### config.mk
export PLATFORM = sky130hd
export DESIGN_NAME = mac_conv3x3_cfg
export DESIGN_NICKNAME = d
export VERILOG_FILES = /design/src/rtl/conv_pkg.sv /design/src/rtl/conv_norm_sat.sv /design/src/rtl/mac_conv3x3_cfg.sv
export SDC_FILE = /design/constraint.sdc
export NUM_CORES = 2
export LEC_CHECK = 0
export BUFFER_PORTS_ARGS = -buffer_cell sky130_fd_sc_hd__buf_2
export CAP_MARGIN = 20
export CORE_UTILIZATION = 55
export CTS_BUF_LIST = sky130_fd_sc_hd__clkbuf_16
export CTS_CLUSTER_DIAMETER = 100
export CTS_CLUSTER_SIZE = 8
export DETAILED_ROUTE_END_ITERATION = 12
export GPL_TIMING_DRIVEN = 0
export PLACE_DENSITY_LB_ADDON = 0.25
export SETUP_SLACK_MARGIN = 0.4
export SLEW_MARGIN = 20
export SYNTH_ARGS = -nofsm -noshare
export SYNTH_HDL_FRONTEND = slang
export SYNTH_HIERARCHICAL = 1
export SYNTH_SLANG_ARGS = --single-unit
### constraint.sdc
create_clock -name clk -period 6.2 [get_ports clk]
set_clock_uncertainty 0.1 [all_clocks]
set_input_delay 0.62 -clock clk [delete_from_list [all_inputs] [get_ports clk]]
set_output_delay 0.62 -clock clk [all_outputs]
set_load 0.05 [all_outputs]
### src/rtl/conv_pkg.sv
// Shared definitions for the 3x3 convolution MAC: reset kernel, config address map
// and the accumulator width helper.
package conv_pkg;

  localparam int NUM_TAPS = 9;
  localparam int KERNEL_SHARPEN [0:8] = '{0, -1, 0, -1, 5, -1, 0, -1, 0};
  localparam logic [3:0] CFG_ADDR_SHIFT = 4'd9;

  function automatic int acc_width(input int pw, input int cw);
    return pw + cw + 5;
  endfunction

endpackage

### src/rtl/conv_norm_sat.sv
// Combinational rounding right shift and saturating clamp into a pixel.
// MAC_CONV_ABS_OUT_EN: negative results are replaced by their magnitude before clamping.
module conv_norm_sat
  import conv_pkg::*;
#(
  parameter int ACC_W   = 21,
  parameter int PIXEL_W = 8,
  parameter int SHIFT_W = 4
) (
  input  logic signed [ACC_W-1:0]   i_sum,
  input  logic        [SHIFT_W-1:0] i_shift,
  output logic        [PIXEL_W-1:0] o_pix
);

  logic        [ACC_W:0] w_one;
  logic        [ACC_W:0] w_round;
  logic signed [ACC_W:0] w_biased;
  logic signed [ACC_W:0] w_shifted;
  logic signed [ACC_W:0] w_mag;

  assign w_one = {{ACC_W{1'b0}}, 1'b1};

  // One extra bit of headroom so the rounding bias can never wrap the sum.
  always_comb begin
    w_round   = (w_one << i_shift) >> 1;
    w_biased  = $signed({i_sum[ACC_W-1], i_sum}) + $signed(w_round);
    w_shifted = w_biased >>> i_shift;
`ifdef MAC_CONV_ABS_OUT_EN
    if (w_shifted[ACC_W]) begin
      w_mag = -w_shifted;
    end else begin
      w_mag = w_shifted;
    end
`else
    w_mag = w_shifted;
`endif
    if (w_mag[ACC_W]) begin
      o_pix = '0;
    end else if (|w_mag[ACC_W-1:PIXEL_W]) begin
      o_pix = '1;
    end else begin
      o_pix = w_mag[PIXEL_W-1:0];
    end
  end

endmodule

### src/rtl/mac_conv3x3_cfg.sv
// 3x3 convolution MAC with double-buffered runtime kernel, 3-stage pipeline and backpressure.
// MAC_CONV_ABS_OUT_EN selects edge-magnitude output (handled in conv_norm_sat).
module mac_conv3x3_cfg
  import conv_pkg::*;
#(
  parameter int PIXEL_W = 8,
  parameter int COEF_W  = 8,
  parameter int SHIFT_W = 4
) (
  input  logic                   clk,
  input  logic                   rst,
  input  logic [9*PIXEL_W-1:0]   pixel_data,
  input  logic                   pixel_data_valid,
  output logic                   pixel_data_ready,
  input  logic                   cfg_we,
  input  logic [3:0]             cfg_addr,
  input  logic [COEF_W-1:0]      cfg_wdata,
  input  logic                   cfg_commit,
  output logic [PIXEL_W-1:0]     o_pixel,
  output logic                   o_pixel_valid,
  input  logic                   o_pixel_ready
);

  localparam int ACC_W  = acc_width(PIXEL_W, COEF_W);
  localparam int PROD_W = PIXEL_W + COEF_W + 1;

  logic signed [COEF_W-1:0]  r_shadow_coef [NUM_TAPS];
  logic        [SHIFT_W-1:0] r_shadow_shift;
  logic signed [COEF_W-1:0]  r_active_coef [NUM_TAPS];
  logic        [SHIFT_W-1:0] r_active_shift;

  logic signed [PROD_W-1:0]  r_s1_prod [NUM_TAPS];
  logic        [SHIFT_W-1:0] r_s1_shift;
  logic                      r_s1_valid;
  logic signed [ACC_W-1:0]   r_s2_sum;
  logic        [SHIFT_W-1:0] r_s2_shift;
  logic                      r_s2_valid;
  logic        [PIXEL_W-1:0] r_pixel;
  logic                      r_pixel_valid;

  logic                      w_stall;
  logic                      w_accept;
  logic signed [PROD_W-1:0]  w_prod [NUM_TAPS];
  logic signed [ACC_W-1:0]   w_sum;
  logic        [PIXEL_W-1:0] w_norm;

  assign w_stall          = r_pixel_valid & ~o_pixel_ready;
  assign w_accept         = pixel_data_valid & ~w_stall;
  assign pixel_data_ready = ~w_stall;
  assign o_pixel          = r_pixel;
  assign o_pixel_valid    = r_pixel_valid;

  // Kernel banks; the commit copies the shadow as it was before any same-cycle write.
  always_ff @(posedge clk) begin
    if (rst) begin
      for (int i = 0; i < NUM_TAPS; i++) begin
        r_shadow_coef[i] <= COEF_W'(KERNEL_SHARPEN[i]);
        r_active_coef[i] <= COEF_W'(KERNEL_SHARPEN[i]);
      end
      r_shadow_shift <= '0;
      r_active_shift <= '0;
    end else begin
      if (cfg_commit) begin
        r_active_coef  <= r_shadow_coef;
        r_active_shift <= r_shadow_shift;
      end
      if (cfg_we) begin
        for (int i = 0; i < NUM_TAPS; i++) begin
          if (cfg_addr == 4'(i)) begin
            r_shadow_coef[i] <= cfg_wdata;
          end
        end
        if (cfg_addr == CFG_ADDR_SHIFT) begin
          r_shadow_shift <= cfg_wdata[SHIFT_W-1:0];
        end
      end
    end
  end

  // Taps are zero-extended so they stay non-negative in the signed multiply.
  always_comb begin
    for (int i = 0; i < NUM_TAPS; i++) begin
      w_prod[i] = $signed({{(PROD_W-COEF_W){r_active_coef[i][COEF_W-1]}}, r_active_coef[i]})
                * $signed({{(PROD_W-PIXEL_W){1'b0}}, pixel_data[i*PIXEL_W +: PIXEL_W]});
    end
  end

  // Adder tree over the sign-extended S1 products.
  always_comb begin
    w_sum = '0;
    for (int i = 0; i < NUM_TAPS; i++) begin
      w_sum = w_sum + {{(ACC_W-PROD_W){r_s1_prod[i][PROD_W-1]}}, r_s1_prod[i]};
    end
  end

  conv_norm_sat #(
    .ACC_W   (ACC_W),
    .PIXEL_W (PIXEL_W),
    .SHIFT_W (SHIFT_W)
  ) u_norm (
    .i_sum   (r_s2_sum),
    .i_shift (r_s2_shift),
    .o_pix   (w_norm)
  );

  // The shift travels with each window so a commit never affects data in flight.
  always_ff @(posedge clk) begin
    if (rst) begin
      for (int i = 0; i < NUM_TAPS; i++) begin
        r_s1_prod[i] <= '0;
      end
      r_s1_shift    <= '0;
      r_s1_valid    <= 1'b0;
      r_s2_sum      <= '0;
      r_s2_shift    <= '0;
      r_s2_valid    <= 1'b0;
      r_pixel       <= '0;
      r_pixel_valid <= 1'b0;
    end else if (!w_stall) begin
      r_s1_valid <= w_accept;
      if (w_accept) begin
        r_s1_prod  <= w_prod;
        r_s1_shift <= r_active_shift;
      end
      r_s2_valid <= r_s1_valid;
      if (r_s1_valid) begin
        r_s2_sum   <= w_sum;
        r_s2_shift <= r_s1_shift;
      end
      r_pixel_valid <= r_s2_valid;
      if (r_s2_valid) begin
        r_pixel <= w_norm;
      end
    end
  end

endmodule

After elaboration in Yosys (flattened, before gate mapping)

Index checks and enable logic that the tools add are counted.

Register bits after elaboration: 345
Bits of input ports: 90

$add $sub $neg: 9
Multipliers: 9
Eq/ne operators: 9
Shift operators: 2
Mux-type cells: 2
Bitwise gates (word level): 4
Reductions and logical operators: 15

Operators by type and width:

| cell                                                | number |
|---|---|
| multiplier 8 x 9 -> 17 bit                          | 9 |
| adder 21 bit                                        | 4 |
| AND reduction 2 bit                                 | 13 |
| adder 21 x 22 -> 22 bit                             | 1 |
| << shifter 1 x 4 -> 22 bit, first input constant    | 1 |
| >>> shifter 22 x 4 -> 22 bit                        | 1 |
| adder 20 x 17 -> 21 bit                             | 1 |
| adder 19 x 17 -> 20 bit                             | 1 |
| adder 18 x 17 -> 19 bit                             | 1 |
| adder 17 x 17 -> 18 bit                             | 1 |
| equality test 4 x 3 -> 1 bit, second input constant | 4 |
| 2-to-1 mux 8 bit                                    | 2 |
| OR reduction 13 bit                                 | 1 |
| equality test 4 x 2 -> 1 bit, second input constant | 2 |
| equality test 4 bit, second input constant          | 2 |
| equality test 4 x 1 -> 1 bit, second input constant | 1 |
| logical NOT 4 bit                                   | 1 |
| bitwise AND 1 bit                                   | 2 |
| NOT 1 bit                                           | 2 |

Longest topological paths before layout

Word-level depth: 8
Depth in mapped cells: 21
Depth with buffers taken out: 19

Cells and area by module

Netlist, hierarchy kept.

Modules (own cells, without submodules):

| module          | instances | cells an instance | area an instance (µm²) |
|---|---|---|---|
| mac_conv3x3_cfg | 1         | 3,994             | 35,367.7 |
| conv_norm_sat   | 1         | 373               | 2,497.4 |

Worst setup path before layout

No wires, ideal clock.

Path kind: reg2reg
Start point: register r_s2_shift[2]
End point: register r_pixel[5], in the netlist o_pixel[5]
Data arrival time: 4.539 ns
Required time: 5.968 ns
Slack: 1.429 ns
Stages on the path, launching flop included: 22
Buffers on the path: 6
Period minus slack after synthesis: 4.771 ns
Path through: dfxtp_1 > clkbuf_1 > clkbuf_1 > buf_1 > clkbuf_1 > nand2b_1 > nor2_1 > ha_1 > buf_6 > a21oi_1 > o21ai_0 > a211o_2 > mux2_4 > nor2_4 > o31ai_2 > a2111oi_4 > nand2_2 > or3_1 > buf_6 > o31a_1 > nand3_1 > a21oi_1

Cells in the longest elaborated chain, start to end: 6

Ends and longest elaborated chain:

| item                             | line                   | source |
|---|---|---|
| start, declared                  | mac_conv3x3_cfg.sv:36  | `logic [SHIFT_W-1:0] r_s2_shift;` |
| start signal, assigned           | mac_conv3x3_cfg.sv:128 | `r_s2_shift <= r_s1_shift;` |
| << shifter 1 x 4 -> 22 bit       | conv_norm_sat.sv:25    | `w_round = (w_one << i_shift) >> 1;` |
| adder 21 x 22 -> 22 bit          | conv_norm_sat.sv:26    | `w_biased = $signed({i_sum[ACC_W-1], i_sum}) + $signed(w_round);` |
| >>> shifter 22 x 4 -> 22 bit (*) | conv_norm_sat.sv:27    | `w_shifted = w_biased >>> i_shift;` |
| OR reduction 13 bit              | conv_norm_sat.sv:39    | `end else if (\|w_mag[ACC_W-1:PIXEL_W]) begin` |
| 2-to-1 mux 8 bit                 | conv_norm_sat.sv:39    |  |
| 2-to-1 mux 8 bit (*)             | conv_norm_sat.sv:37    | `if (w_mag[ACC_W]) begin` |
| net w_norm[5]                    | mac_conv3x3_cfg.sv:45  | `logic [PIXEL_W-1:0] w_norm;` |
| end signal, assigned             | mac_conv3x3_cfg.sv:132 | `r_pixel <= w_norm;` |
| end, declared                    | mac_conv3x3_cfg.sv:38  | `logic [PIXEL_W-1:0] r_pixel;` |

The timed path passes the listed nets; every way through them passes the cells marked *.
A chain may end at the register's enable or synchronous reset.

Final worst setup path

Ends and elaborated chain as after synthesis.

==> key figures <==
Clock tree
  – Post-CTS Hold Buffers: 0
  – Clk buf depth: 3
  – Worst-Skew Late Latency: 0.60 ns
  – CTS root buf: clkbuf_16
  – CTS tree: built
  – CTS H-tree lvls: 2
  – # clock sinks: 345
  – Clock transition at path regs: 0.05 ns
  – Cts bufs inserted: 49

Global routing
  – Total GRT Usage: 31.1%
  – Initial antenna violation count: 2
  – GR Overflow Total: 0
  – Largest net degree at the start of global routing: 14
  – First-pass GRT wire length: 169 mm
  – Vias in the first global route: 30232

STA
  – Slew Limit Headroom: 20.2%
  – Min Tclk post-route: 5.53 ns
  – Unrepaired setup endpoints after global routing: no
  – Pins over their slew limit: 0
  – Final Hold Fails: 0
  – Worst Hold Margin: 0.255 ns
  – Least-Margin Pin Slew: 1.20 ns
  – Fin crit share: 89.2%
  – F_max: 0.181 GHz
  – Final setup TNS: 0 ns
  – Final Setup Violations: 0

Min path
  – HP Class: input pin to register

Finish
  – Most frequent cells in the layout: inv_1 (722), nand2_1 (632), fa_1 (456)
  – Area grow syn2layout: 7.58%
  – Fin nets: 5478
  – Fill cells: 6050
  – Fraction of layout cells with a size suffix above 1: 5.81%
  – Commonest non-fill, non-tap cell in the layout: inv_1
  – Diode count: 0
  – Register area: 0.00691 mm²
  – Area of the multi-input gates: 0.0276 mm²

Setup path
  – CP Data Required Time: 6.56 ns
  – Crit Path Category: register to register
  – CP endpoint kind: register
  – WP data arrival: 5.89 ns
  – Critical Path Start Type: register
  – Worst-path fanout max: 10

Yosys
  – Mapped Cells: 4367
  – Yosys top cell by area: fa_1
  – Post-synth EDFFs: 0
  – Dominant synthesized flop cell: dfxtp_1
  – Synth top area cells: fa_1 (24%), dfxtp_1 (18%), ha_1 (14%)
  – Post-synth ARST share: 0%
  – Share of the synthesized area in the top cell type: 24.1%
  – #FFs+latches synth: 345
  – Syn nets: 5336
  – Synth Cell Area: 0.0379 mm²
  – Post-synth cell types: 96
  – Syn. warnings: 6
  – Avg Synthesized Cell Area: 8.67 µm²
  – Post-synthesis sequential area ratio: 18.2%

Routing
  – Final ANT Viol Nets: 0
  – Average vias per placed instance: 5.65
  – DRC: 0
  – DR vias: 30434
  – Initial drt markers: 2466
  – Routed WL per cell: 19.8 µm
  – Post-Route WL: 107 mm
  – TritonRoute pass-1 iters: 6

Power
  – Lkg Pwr: 20.2 nW
  – Worst vdd ir: 333 µV
  – Power per cell area: 319 mW/mm²

Floorplanning
  – I/O pin total: 100
  – DIE AREA: 0.0699 mm²
  – Die width: 264 µm
  – Initial Util: 56.0%
  – Die extent in y: 264 µm
  – Core ar.: 0.0676 mm²
  – Row count: 95

Status
  – Run status: finished clean

Placement
  – PortBufs: 89
  – Gpl congestion: 1.04
  – HPWL after DPL: 85.4 mm

Job
  – Max Cap Violations: 0
==> cell families (layout without fill, tap and decap cells) <==
family	count (synthesis)	in the layout	synth area share, %
AO/OA/AOI/OAI	588	588	10.4
XOR/XNOR	109	109	2.52
adder cells (fa/ha/maj)	879	879	38.1
buffers and inverters	874	1019	8.84
flip-flops	345	345	18.2
multiplexers	167	167	4.50
AND/OR/NAND/NOR	1405	1405	17.4
==> sequential cells by signal, summed over array words and instances, names as in the netlist <==
signal,count
r_s1_prod,153
r_active_coef,72
r_shadow_coef,72
r_s2_sum,21
o_pixel,8
r_active_shift,4
r_s1_shift,4
r_s2_shift,4
r_shadow_shift,4
o_pixel_valid,1
r_s1_valid,1
r_s2_valid,1
==> per-stage QoR <==
| stage | cell area, µm² | util, % | instances | power [mW] | setup WS (ns) |
|---|---|---|---|---|---|
| 6_report | 40700 | 60.2 | 5385 | 13.0 | 0.671 |
| 3_3_place_gp | 39400 | 58.3 | 5329 | 10.3 | 0.427 |
| 5_1_grt | 40700 | 60.2 | 5385 | 13.9 | 0.407 |
| 3_5_place_dp | 39400 | 58.3 | 5329 | 10.4 | 0.360 |
| 2_1_floorplan | 37900 | - | 4367 | 8.30 | 1.43 |
| 4_1_cts | 40700 | 60.2 | 5385 | 12.9 | 0.439 |
==> critical path: stages (launching register included) <==
cell	delay, ns
dfxtp_1	0.36
clkbuf_1	0.29
clkbuf_2	0.29
clkbuf_2	0.27
clkbuf_2	0.26
nand2b_1	0.24
nor2_1	0.07
ha_1	0.38
a21oi_1	0.25
o21ai_2	0.12
a22oi_1	0.45
a2111oi_0	0.25
nor4_1	0.44
a222oi_1	0.18
buf_4	0.18
o221ai_1	0.15
o2111ai_1	0.19
or3_1	0.36
buf_6	0.14
o31a_1	0.27
nand3_1	0.09
a21oi_1	0.07
==> synthesized netlist by cell type (47+ instances only) <==
master    number
a21oi_1      235
inv_1        722
and2_1       286
nand2_1      633
nand2b_1      79
ha_1         423
dfxtp_1      345
xnor2_1       81
a21o_1        47
fa_1         456
nand3_1       59
clkbuf_1      98
nor2_1       220
mux2i_1      162
o21ai_0       68
==> repair_timing <==
item	in CTS	in global routing
buffers inserted	2	0
pin swaps	1	0
setup endpoints to repair	6	8
gates resized for setup	0	6
==> layer usage <==
metal | vias up | wire (µm) | global-route usage [%]
met5 | - | 13 | 0
met4 | 2 | 4710 | 12.3
met3 | 209 | 7330 | 4.26
met2 | 996 | 49700 | 51.5
met1 | 14978 | 44900 | 41.3
li1 | 14249 | - | -
==> area by class of cell <==
cell class,count,share of cell area [%]
Clock inverter,4,0.117
Clock buffer,50,3.07
Multi-Input combinational cell,3148,67.8
Timing Repair Buffer,91,1.13
Buffer,150,1.58
Inverter,724,6.67
Sequential cell,345,17.0
Tap cell,873,2.68
==> worst paths after layout <==
path         slack (ns)         end          start  cells after the start
min reg2reg        0.35  o_pixel[3]     o_pixel[3]                      2
max                0.67  o_pixel[5]  r_s2_shift[2]                     21
min                0.25  r_s2_valid  o_pixel_ready                      4
max reg2reg        0.67  o_pixel[5]  r_s2_shift[2]                     21
==> power breakdown <==
group          internal, mW  switching (mW)  total (mW)
Combinational          3.23            4.75        7.99
Clock                  1.41            1.01        2.43
Sequential             2.42           0.175        2.60
Power figures use the tool's default switching activity.
